$ cat src/rtl/rails_pkg.sv
// Shared definitions for the rails dispatcher and its order checker.
package rails_pkg;

    // Default station depth and train-number width.
    localparam int unsigned MAX_TRAINS_DEF = 10;
    localparam int unsigned W_DEF          = 4;

    // Operation encoding on the serial op stream.
    localparam logic OP_PUSH = 1'b1;
    localparam logic OP_POP  = 1'b0;

    // State encoding, kept as localparams so the checker can decode it too.
    localparam logic [2:0] ST_IDLE = 3'd0;
    localparam logic [2:0] ST_NUM  = 3'd1;
    localparam logic [2:0] ST_RUN  = 3'd2;
    localparam logic [2:0] ST_FIN  = 3'd3;
    localparam logic [2:0] ST_ERR  = 3'd4;

    typedef enum logic [2:0] {
        StIdle = ST_IDLE,
        StNum  = ST_NUM,
        StRun  = ST_RUN,
        StFin  = ST_FIN,
        StErr  = ST_ERR
    } rails_state_t;

endpackage

$ cat src/rtl/rails_stack.sv
// Station stack: LIFO of train numbers with exposed pointer and top entry.
module rails_stack
    import rails_pkg::*;
#(
    parameter int unsigned DEPTH = MAX_TRAINS_DEF,
    parameter int unsigned W     = W_DEF
) (
    input  logic         clk,
    input  logic         reset,
    input  logic         clear,
    input  logic         push,
    input  logic         pop,
    input  logic [W-1:0] din,
    output logic [W-1:0] dout,
    output logic         empty,
    output logic         full,
    output logic [W-1:0] sp
);

    localparam logic [W-1:0] DepthW = W'(DEPTH);

    logic [W-1:0] r_mem [DEPTH];
    logic [W-1:0] r_sp;
    logic [W-1:0] w_top_idx;

    // Stack pointer; clear wins so a new run always starts empty.
    always_ff @(posedge clk or posedge reset) begin
        if (reset) begin
            r_sp <= '0;
        end else if (clear) begin
            r_sp <= '0;
        end else if (push && !full) begin
            r_sp <= r_sp + W'(1);
        end else if (pop && !empty) begin
            r_sp <= r_sp - W'(1);
        end
    end

    // Storage needs no reset; entries above sp are never read.
    always_ff @(posedge clk) begin
        if (push && !full && !clear) begin
            r_mem[r_sp] <= din;
        end
    end

    // Top-of-stack view and status flags.
    always_comb begin
        w_top_idx = r_sp - W'(1);
        empty     = (r_sp == '0);
        full      = (r_sp == DepthW);
        sp        = r_sp;
        dout      = empty ? '0 : r_mem[w_top_idx];
    end

endmodule

$ cat src/rtl/rails_dispatch.sv
// Replays a push/pop station-operation stream for trains 1..N and emits N
// followed by the resulting departure order; aborts on illegal streams.
module rails_dispatch
    import rails_pkg::*;
#(
    parameter int unsigned MAX_TRAINS = MAX_TRAINS_DEF,
    parameter int unsigned W          = W_DEF
) (
    input  logic         clk,
    input  logic         reset,
    input  logic         start,
    input  logic [W-1:0] n_trains,
    input  logic         op_valid,
    input  logic         op,
    output logic         op_ready,
    output logic         busy,
    output logic         num_valid,
    output logic [W-1:0] number,
    output logic         data_valid,
    output logic [W-1:0] data,
    output logic         done,
    output logic         error
);

    // One extra bit so next_in can reach MAX_TRAINS+1 even when MAX_TRAINS = 2^W-1.
    localparam logic [W:0] MaxN = (W+1)'(MAX_TRAINS);

    rails_state_t r_state, w_state_d;

    logic [W-1:0] r_n;
    logic [W:0]   r_next_in;
    logic [W-1:0] r_out_cnt;
    logic [W-1:0] r_data;
    logic         r_data_valid;

    logic         w_accept;
    logic         w_start_ok;
    logic         w_push;
    logic         w_pop;
    logic         w_n_ok;
    logic [W-1:0] w_dout;
    logic         w_empty;
    logic         w_full;
    logic [W-1:0] w_sp;
    logic [W-1:0] w_cnt_inc;

    rails_stack #(
        .DEPTH (MAX_TRAINS),
        .W     (W)
    ) u_stack (
        .clk   (clk),
        .reset (reset),
        .clear (w_start_ok),
        .push  (w_push),
        .pop   (w_pop),
        .din   (r_next_in[W-1:0]),
        .dout  (w_dout),
        .empty (w_empty),
        .full  (w_full),
        .sp    (w_sp)
    );

    // Next-state decode; ops are only consumed in RUN.
    always_comb begin
        w_state_d  = r_state;
        w_start_ok = 1'b0;
        w_push     = 1'b0;
        w_pop      = 1'b0;
        w_accept   = op_valid && (r_state == StRun);
        w_n_ok     = (n_trains != '0) && ({1'b0, n_trains} <= MaxN);
        w_cnt_inc  = r_out_cnt + W'(1);
        unique case (r_state)
            StIdle: begin
                if (start) begin
                    if (w_n_ok) begin
                        w_start_ok = 1'b1;
                        w_state_d  = StNum;
                    end else begin
                        w_state_d  = StErr;
                    end
                end
            end
            StNum: begin
                w_state_d = StRun;
            end
            StRun: begin
                if (w_accept) begin
                    if (op == OP_PUSH) begin
                        if ((r_next_in <= {1'b0, r_n}) && !w_full) begin
                            w_push = 1'b1;
                        end else begin
                            w_state_d = StErr;
                        end
                    end else begin
                        if (!w_empty) begin
                            w_pop = 1'b1;
                            if (w_cnt_inc == r_n) begin
                                w_state_d = StFin;
                            end
                        end else begin
                            w_state_d = StErr;
                        end
                    end
                end
            end
            StFin:   w_state_d = StIdle;
            StErr:   w_state_d = StIdle;
            default: w_state_d = StIdle;
        endcase
    end

    // State, counters and the registered departure output.
    always_ff @(posedge clk or posedge reset) begin
        if (reset) begin
            r_state      <= StIdle;
            r_n          <= '0;
            r_next_in    <= (W+1)'(1);
            r_out_cnt    <= '0;
            r_data       <= '0;
            r_data_valid <= 1'b0;
        end else begin
            r_state      <= w_state_d;
            r_data_valid <= w_pop;
            if (w_pop) begin
                r_data <= w_dout;
            end
            if (w_start_ok) begin
                r_n       <= n_trains;
                r_next_in <= (W+1)'(1);
                r_out_cnt <= '0;
            end else begin
                if (w_push) begin
                    r_next_in <= r_next_in + (W+1)'(1);
                end
                if (w_pop) begin
                    r_out_cnt <= w_cnt_inc;
                end
            end
        end
    end

    // Outputs decoded from registered state only.
    always_comb begin
        op_ready   = (r_state == StRun);
        busy       = (r_state != StIdle);
        num_valid  = (r_state == StNum);
        done       = (r_state == StFin) || (r_state == StErr);
        error      = (r_state == StErr);
        number     = r_n;
        data       = r_data;
        data_valid = r_data_valid;
    end

endmodule
$ cat config.mk
export PLATFORM = sky130hd
export DESIGN_NAME = rails_dispatch
export DESIGN_NICKNAME = d
export VERILOG_FILES = /design/src/rtl/rails_pkg.sv /design/src/rtl/rails_stack.sv /design/src/rtl/rails_dispatch.sv
export SDC_FILE = /design/constraint.sdc
export NUM_CORES = 1
export LEC_CHECK = 0
export CAP_MARGIN = 20
export CORE_ASPECT_RATIO = 1.2
export CORE_UTILIZATION = 25
export CTS_CLUSTER_SIZE = 30
export DETAILED_ROUTE_END_ITERATION = 6
export PLACE_DENSITY = 0.41
export SYNTH_ARGS = -nofsm -noshare
export SYNTH_HDL_FRONTEND = slang
export SYNTH_SLANG_ARGS = --single-unit
export TNS_END_PERCENT = 100
$ cat constraint.sdc
create_clock -name clk -period 6.4 [get_ports clk]
set_input_delay 1.92 -clock clk [delete_from_list [all_inputs] [get_ports clk]]
set_output_delay 1.92 -clock clk [all_outputs]
set_load 0.01 [all_outputs]
==> results of run 1 <==
==> per-layer routing <==
metal / GRT usage [%] / part of all wire (%) / up-vias
met2: 21.62 / 52 / 33
met3: 1.622 / 2.5 / 8
met1: 14.32 / 43 / 957
met4: 7.059 / 1.8 / 0
met5: 0 / 0 / -
li1: - / - / 961
==> cells in the final DEF, fill, tap and decap left out, types with 3 or more instances in the layout <==
master	synthesis	routed
nor2_1	12	12
nand2_1	26	26
ha_1	10	10
nand3_1	4	4
o21ai_0	6	6
xnor2_1	4	4
clkbuf_16	0	9
xor2_1	7	7
nand2b_1	3	3
a22o_1	4	4
and4b_1	4	4
inv_1	10	10
clkdlybuf4s50_1	0	22
and3_1	7	7
edfxtp_1	40	40
mux4_2	8	8
a21oi_1	10	10
mux2i_1	11	11
dfrtp_1	24	24
nand4_1	4	4
o211ai_1	3	3
==> worst paths after layout <==
kind,to,slack [ns],depth (start not counted),start
max,done,2.66,3,r_state[1]
max in group asynchronous,r_next_in[0],4.10,3,reset
min in group asynchronous,r_state[2],1.82,2,reset
min,data[1],0.53,1,data[1]
max reg2reg,r_out_cnt[3],3.43,9,u_stack.sp[0]
min reg2reg,data[1],0.53,1,data[1]
==> area by class of cell <==
class	instances	area [um2]	share of cell area (%)
Sequential cell	65	1828	47.98
Multi-Input combinational cell	155	1196	31.40
Timing Repair Buffer	24	255.2	6.700
Clock buffer	10	229.0	6.010
Tap cell	161	201.4	5.287
Clock inverter	6	58.81	1.544
Inverter	11	41.29	1.084
==> per-stage QoR <==
| step | cell area, um2 | instances | utilization, % |
|---|---|---|---|
| after detailed placement | 3495 | 415 | 28.72 |
| final | 3810 | 432 | 31.31 |
| after global routing | 3810 | 432 | 31.31 |
| after floorplan | 3139 | 244 | - |
| after global placement | 3495 | 415 | 28.72 |
| after CTS | 3782 | 431 | 31.09 |
==> power groups by stage <==
stage	sequential, uW	clock, uW	combinational [uW]
detailed placement	655	0	562
CTS	648	486	565
finish	644	473	560
global placement	657	0	567
floorplan	586	0	418
global route	661	499	617
==> synthesized netlist by cell type (5+ instances only) <==
master / number
edfxtp_1: 40
nand2_1: 26
dfrtp_1: 24
nor2_1: 12
mux2i_1: 11
a21oi_1: 10
ha_1: 10
inv_1: 10
mux4_2: 8
and3_1: 7
xor2_1: 7
o21ai_0: 6
buf_2: 5
==> registers in the layout, summed over array words and instances (netlist names) <==
signal and count:
data 4, number 4, u_stack.sp 4, r_out_cnt 4
r_state 3, r_next_in 5, data_valid 1, u_stack.r_mem 40
==> cells by family (layout without fill, tap and decap cells) <==
kind of cell,after synthesis,in the layout,synth area share (%)
AND/OR/NAND/NOR,77,77,13.35
adder cells (fa/ha/maj),10,10,3.986
AO/OA/AOI/OAI,38,38,8.450
flip-flops,65,65,58.23
multiplexers,19,19,9.247
buffers and inverters,24,51,3.666
XOR/XNOR,11,11,3.069
==> critical path, delay by kind of cell, from the launching register on <==
kind / cells / cell delay [ns]
buffers and inverters: 1 / 0.55
flip-flops: 1 / 0.51
AND/OR/NAND/NOR: 1 / 0.28
AO/OA/AOI/OAI: 1 / 0.14
==> impl_metrics.py, run 1 <==
metrics = {
    "synth": {
        "postSynthAreaPerCell_um2": 12.87,
        "synth_edf_count": 40,
        "synth_seq_area_share_pct": 58.23,
        "syn_inst": 244,
        "syn_area_mm2": 0.003139,
        "async_flop_share_pct": 38.46,
        "synth_top_area_cell": "edfxtp_1",
        "yosys_warnings": 0,
        "synth_area_leaders": "edfxtp_1, dfrtp_1, mux4_2",
        "synth_ff_type": "edfxtp_1",
        "yosysUniqueCellTypes": 54,
        "syn_nets": 263,
        "synth_top_area_share_pct": 38.26,
        "synth_seq_cells": 65,
    },
    "floorplanning": {
        "coreArea_mm2": 0.01217,
        "die_h_um": 124.8,
        "std_cell_rows": 44,
        "die-area_mm2": 0.01301,
        "ioPinCount": 23,
        "die-width_um": 104.3,
        "start_util_pct": 25.80,
    },
    "setup_path": {
        "path_class": "reg -> out",
        "critPathLaunchType": "register",
        "cp_slowest_stage_delay_ns": 0.55,
        "worstPathMaxFanout": 12,
        "path_cells": "nor3b_1 -> o21bai_1 -> clkdlybuf4s50_1",
        "required_ns": 4.48,
        "cp-end-kind": "output port",
        "slowest_stage": "clkdlybuf4s50_1",
        "cp.arrival_ns": 1.82,
    },
    "grt": {
        "grt_max_degree": 26,
        "grt_pass1_wl_um": 11840,
        "grt.total_usage_pct": 12.33,
        "grt_overflow": 0,
        "grt_pass1_vias": 2083,
        "antenna_found_initial": 0,
    },
    "clock_tree": {
        "cts_buffers": 9,
        "cts_htree_levels": 3,
        "cts.sinks": 65,
        "cts_tree": "built",
        "cts_hold_buf": 0,
        "clk_pin_slew_ns": 0.05,
        "cts_root_buffer": "clkbuf_16",
        "clock_latency_ns": 0.33,
        "post_cts_buffers": 0,
        "clockBufferDepth": 2,
        "ctsResizeCount": 0,
    },
    "power": {
        "switching_share_pct": 34.90,
        "clock_power_share_pct": 28.2,
        "p_comb_share_pct": 33.4,
        "intPower_uw": 1092,
        "p_leak_uw": 0.001523,
        "power_density_mw_per_mm2": 440.1,
        "irDropWorstVdd_uv": 155.7,
        "total_power_uw": 1677,
        "netSwitchingPower_uw": 585.3,
        "seqPwrFrac_pct": 38.4,
    },
    "sta": {
        "timing.slew.headroom_pct": 33.62,
        "tns_ns": 0,
        "hold_viol": 0,
        "min_period_ns": 3.735,
        "fmax_mhz": 267.7,
        "min_period_over_period_pct": 58.37,
        "finalMaxSlewViolations": 0,
        "rsz0062_at_grt": "false",
        "worst_pin_slew_ns": 0.9914,
        "setup_viol": 0,
        "setup_slack_ns": 2.665,
        "whs_ns": 0.5270,
        "finClkSkew_ns": 0.006353,
    },
    "detailed_routing": {
        "dr_total_vias": 1959,
        "drt_wl_total_um": 7421,
        "post_drt_via_cell_ratio": 4.535,
        "route.detailed.drc": 0,
        "wl_per_cell_um": 17.18,
        "antenna_left": 0,
        "initialDrtViolationCount": 77,
        "dr.pass1.iters": 4,
    },
    "layout": {
        "area_growth_pct": 21.36,
        "n_antenna_cell": 0,
        "layout-drive-gt1-share_pct": 11.44,
        "fillers": 1218,
        "nets": 285,
    },
    "place": {
        "dp_hpwl_um": 5166,
        "io_buffer_count": 22,
        "gp_congestion": 0.6766,
        "place_ws_ns": 2.518,
    },
    "min_path": {
        "worst_hold_path_type": "reg -> reg",
    },
    "flow_run": {
        "cap_violations": 0,
    },
    "outcome": {
        "status": "completed",
    },
}
Note: power is estimated with default switching activity, not from simulation.
==> run 2, diff against run 1 <==
- PLACE_DENSITY: 0.41 -> 0.42
- clock period: 6.4 -> 3 ns (I/O delays scaled with it)
==> run 2 against run 1 <==
  * Combinational power rose by 140%
  * Wire length rose by 0.42%
  * Core utilization is 0.56 points higher
  * Die area is the same
  * Sequential share of layout area shrank 0.84 points
  * Flip-flop and latch count unchanged
  * Clock skew hardly changed
  * Highest routed layer unchanged
==> impl_metrics.py, run 2 (synthesis results as in run 1) <==
metrics = {
    "setup_path": {
        "slowest_stage": "clkdlybuf4s50_1",
        "required_ns": 2.10,
        "r2r_slack_ns": 0.58,
        "worstPathMaxFanout": 9,
        "rr_worst_depth": 7,
        "critPathLaunchType": "register",
        "reg2reg_to": "u_stack.r_mem[5][1]",
        "cp.arrival_ns": 1.81,
        "cp-end-kind": "output port",
        "path_cells": "nor3b_1 -> o21bai_1 -> clkdlybuf4s50_1",
        "reg2reg_from": "number[3]",
        "path_class": "reg -> out",
        "cp_slowest_stage_delay_ns": 0.55,
    },
    "layout": {
        "top_register": "u_stack.r_mem",
        "largestRegisters": "u_stack.r_mem x40, r_next_in x5",
        "fin_util_pct": 31.87,
        "final_common_cell": "edfxtp_1",
        "layout-drive-gt1-share_pct": 13.72,
        "n_antenna_cell": 0,
        "largest_reg_flops": 40,
        "nets": 291,
        "area_growth_pct": 23.52,
        "final_cell_mix": "edfxtp_1, nand2_1, dfrtp_1, clkdlybuf4s50_1, nor2_1",
    },
    "floorplanning": {
        "coreArea_mm2": 0.01217,
        "start_util_pct": 25.80,
        "die-area_mm2": 0.01301,
        "die-width_um": 104.3,
        "std_cell_rows": 44,
        "die_h_um": 124.8,
        "ioPinCount": 23,
    },
    "sta": {
        "setup_slack_ns": 0.2917,
        "min_period_ns": 2.708,
        "finalMaxSlewViolations": 0,
        "fmax_mhz": 369.2,
        "timing.slew.headroom_pct": 66.06,
        "finClkSkew_ns": 0.006001,
        "hold_viol": 0,
        "rsz0062_at_grt": "false",
        "worst_pin_slew_ns": 0.5073,
        "setup_viol": 0,
        "tns_ns": 0,
        "min_period_over_period_pct": 90.28,
    },
    "min_path": {
        "hold_path_startpoint": "data[2]",
        "worst_hold_path_type": "reg -> reg",
        "hold_end": "data[2]",
        "min_path_cells": 1,
    },
    "grt": {
        "grt_overflow": 0,
        "grt_pass1_wl_um": 11870,
        "grt_max_degree": 26,
        "grt_pass1_vias": 2074,
        "antenna_found_initial": 0,
        "grt.total_usage_pct": 12.42,
    },
    "clock_tree": {
        "clock_latency_ns": 0.33,
        "clockBufferDepth": 2,
        "ctsResizeCount": 0,
        "cts_buffers": 9,
        "post_cts_buffers": 0,
        "cts_tree": "built",
        "cts_root_buffer": "clkbuf_16",
        "cts_htree_levels": 3,
        "clk_pin_slew_ns": 0.06,
        "cts_hold_buf": 0,
        "cts.sinks": 65,
    },
    "place": {
        "dp_hpwl_um": 5197,
        "gp_congestion": 0.7203,
        "place_ws_ns": 0.2970,
        "io_buffer_count": 22,
    },
    "power": {
        "p_leak_uw": 0.001571,
        "power_density_mw_per_mm2": 966.6,
        "total_power_uw": 3748,
        "irDropWorstVdd_uv": 408.2,
    },
    "flow_run": {
        "cap_violations": 0,
    },
    "detailed_routing": {
        "antenna_left": 0,
        "dr_total_vias": 2019,
        "initialDrtViolationCount": 96,
        "drt_wl_total_um": 7452,
        "dr.pass1.iters": 4,
        "post_drt_via_cell_ratio": 4.610,
        "wl_per_cell_um": 17.01,
        "route.detailed.drc": 0,
    },
    "outcome": {
        "status": "completed",
    },
}
==> run 2: final cells by class <==
| type | instances | area, um2 |
|---|---|---|
| flip-flops and latches | 65 | 1828 |
| well taps | 161 | 201.4 |
| multi-input cells | 155 | 1196 |
| repair buffers | 30 | 280.3 |
| inverters | 11 | 41.29 |
| clock inverters | 5 | 77.57 |
| fillers | 1210 | 8289 |
| clock buffers | 11 | 252.7 |
==> run 2: through the flow <==
step	hold WS [ns]	area, um2	instances
2_1_floorplan	0.4902	3139	244
3_3_place_gp	0.4939	3547	422
3_5_place_dp	0.4975	3547	422
4_1_cts	0.5101	3877	438
5_1_grt	0.5279	3877	438
6_report	0.5054	3877	438
==> run 2: power by group <==
part | internal, uW | switching, uW | total (uW) | leakage [uW]
clock network | 769 | 379 | 1150 | 0.000163
logic | 607 | 708 | 1320 | 0.000689
registers | 1110 | 180 | 1290 | 0.000719
total | 2480 | 1270 | 3750 | 0.00157
==> run 2: worst max-delay path by stage <==
| stage | slack [ns] | from | end |
|---|---|---|---|
| 3_3_place_gp | 0.31 | n_trains[1] | u_stack.sp[1] |
| 4_1_cts | 0.28 | r_state[2] | done |
| 2_1_floorplan | 0.74 | r_next_in[0] | u_stack.r_mem[8][0] |
| 5_1_grt | 0.18 | r_state[2] | done |
| 6_report | 0.29 | r_state[2] | done |
| 3_5_place_dp | 0.30 | n_trains[1] | u_stack.sp[1] |
==> run 2: critical path: cells and delay by family (launching register included) <==
kind | cells | cell delay [ns]
buffers and inverters | 1 | 0.55
flip-flops | 1 | 0.52
AND/OR/NAND/NOR | 1 | 0.27
AO/OA/AOI/OAI | 1 | 0.14
==> run 2: per-layer routing <==
metal	global-route usage, %	vias up	share of wire [%]
met2	21.19	31	52
met4	5.294	0	1.9
met3	3.140	10	3.2
li1	-	967	-
met1	14.70	1011	43
met5	0	-	0
==> run 3, diff against run 2 <==
- CAP_MARGIN: 20 -> unset
- CORE_MARGIN: unset -> 1.5
- CTS_CLUSTER_DIAMETER: unset -> 100
==> run 3 against run 2 <==
  * First-iteration DRC count up 22%
  * Largest power group unchanged
  * Largest cell class unchanged
  * Total power down 3.5%
  * Non-clock buffer count up 1
  * Setup slack worse by 0.0021 ns
  * Wire length down 0.58%
  * Clock skew down 0.0013 ns
  * Core utilization down 0.23 points
  * Register-to-register slack better by 0.02 ns
  * Fmax about the same
  * Cell area down 0.71%
  * Global-route usage down 0.085 points
  * Combinational power about the same
==> impl_metrics.py, run 3 (synthesis results as in run 1) <==
metrics = {
    "outcome": {
        "status": "completed",
    },
    "detailed_routing": {
        "post_drt_via_cell_ratio": 4.597,
        "drt_wl_total_um": 7409,
        "route.detailed.drc": 0,
        "dr_total_vias": 2018,
        "dr.pass1.iters": 4,
        "wl_per_cell_um": 16.88,
        "antenna_left": 0,
        "initialDrtViolationCount": 117,
    },
    "grt": {
        "grt.total_usage_pct": 12.34,
        "grt_pass1_vias": 2112,
        "antenna_found_initial": 0,
        "grt_overflow": 0,
        "grt_pass1_wl_um": 11960,
        "grt_max_degree": 26,
    },
    "place": {
        "dp_hpwl_um": 5116,
        "gp_congestion": 0.7340,
        "io_buffer_count": 22,
    },
    "setup_path": {
        "reg2reg_from": "number[3]",
        "worstPathMaxFanout": 12,
        "cp.arrival_ns": 1.81,
        "cp-end-kind": "output port",
        "critPathLaunchType": "register",
        "required_ns": 2.10,
        "crit_start": "r_state[1]",
        "path_class": "reg -> out",
    },
    "floorplanning": {
        "die-area_mm2": 0.01324,
        "std_cell_rows": 44,
        "ioPinCount": 23,
        "coreArea_mm2": 0.01217,
        "die-width_um": 105.3,
        "die_h_um": 125.8,
        "start_util_pct": 25.80,
    },
    "sta": {
        "rsz0062_at_grt": "false",
        "min_period_ns": 2.710,
        "hold_viol": 0,
        "finalMaxSlewViolations": 0,
        "min_period_over_period_pct": 90.35,
        "tns_ns": 0,
        "setup_viol": 0,
        "finClkSkew_ns": 0.004662,
        "fmax_mhz": 369.0,
        "timing.slew.headroom_pct": 64.30,
        "worst_pin_slew_ns": 0.5337,
    },
    "clock_tree": {
        "ctsResizeCount": 0,
        "post_cts_buffers": 0,
        "cts_htree_levels": 3,
        "clock_latency_ns": 0.33,
        "cts_root_buffer": "clkbuf_16",
        "cts_buffers": 9,
        "cts_hold_buf": 0,
        "clk_pin_slew_ns": 0.06,
        "cts.sinks": 65,
        "cts_tree": "built",
        "clockBufferDepth": 2,
    },
    "power": {
        "p_leak_uw": 0.001549,
        "irDropWorstVdd_uv": 378.1,
        "power_density_mw_per_mm2": 939.4,
    },
    "min_path": {
        "hold_path_startpoint": "data[2]",
        "worst_hold_path_type": "reg -> reg",
    },
    "layout": {
        "top_register": "u_stack.r_mem",
        "final_common_cell": "edfxtp_1",
        "n_antenna_cell": 0,
        "largestRegisters": "u_stack.r_mem x40, r_next_in x5",
        "layout-drive-gt1-share_pct": 14.03,
        "fin_util_pct": 31.64,
        "largest_reg_flops": 40,
        "nets": 292,
        "final_cell_mix": "edfxtp_1, nand2_1, dfrtp_1, clkdlybuf4s50_1, nor2_1",
        "fillers": 1214,
        "area_growth_pct": 22.64,
    },
    "flow_run": {
        "cap_violations": 0,
    },
}
run 3: path summary, 6_finish.rpt:
| kind | slack, ns | depth (start not counted) | to |
|---|---|---|---|
| setup / recovery | 0.29 | 3 | done |
| hold / removal | 0.51 | 1 | data[2] |
| setup reg to reg | 0.60 | 7 | u_stack.r_mem[7][0] |
| hold reg to reg | 0.51 | 1 | data[2] |
| max in group asynchronous | 1.77 | 3 | r_next_in[0] |
| min in group asynchronous | 0.92 | 3 | data_valid |
run 3: worst max-delay path: stages (launching register included):
cell	delay (ns)
dfrtp_1	0.51
nor3b_1	0.27
o21bai_1	0.14
clkdlybuf4s50_1	0.55
run 3: layout make-up:
class / count / area [um2] / area share (%)
inverters: 11 / 41.29 / 1.072
clock buffers: 9 / 225.2 / 5.850
well taps: 161 / 201.4 / 5.232
flip-flops and latches: 65 / 1828 / 47.48
clock inverters: 7 / 70.07 / 1.820
multi-input cells: 155 / 1196 / 31.07
repair buffers: 31 / 287.8 / 7.475
run 3: where the power goes:
group	total (uW)	leakage (uW)	internal, uW	switching, uW
clock network	1030	0.000135	640	390
logic	1300	0.000695	608	697
registers	1280	0.000719	1110	176
run 3: layer usage:
metal  vias up  part of all wire, %  track usage, %  wire length [um]
met1      1000                   43           14.26              3167
met3         8                  4.1           3.054               302
li1        967                    -               -                 -
met2        43                   51           21.49              3796
met5         -                    0               0                 0
met4         0                  1.9           5.560               142
run 3: metrics by stage:
step	setup WS (ns)	instances	hold slack [ns]	area [um2]	total power, uW
floorplan	0.7398	244	0.4902	3139	2142
global placement	0.3182	423	0.5010	3555	2636
detailed placement	0.2965	423	0.5008	3555	2633
CTS	0.2568	439	0.5164	3850	3684
global route	0.1679	439	0.5290	3850	3861
finish	0.2896	439	0.5080	3850	3617
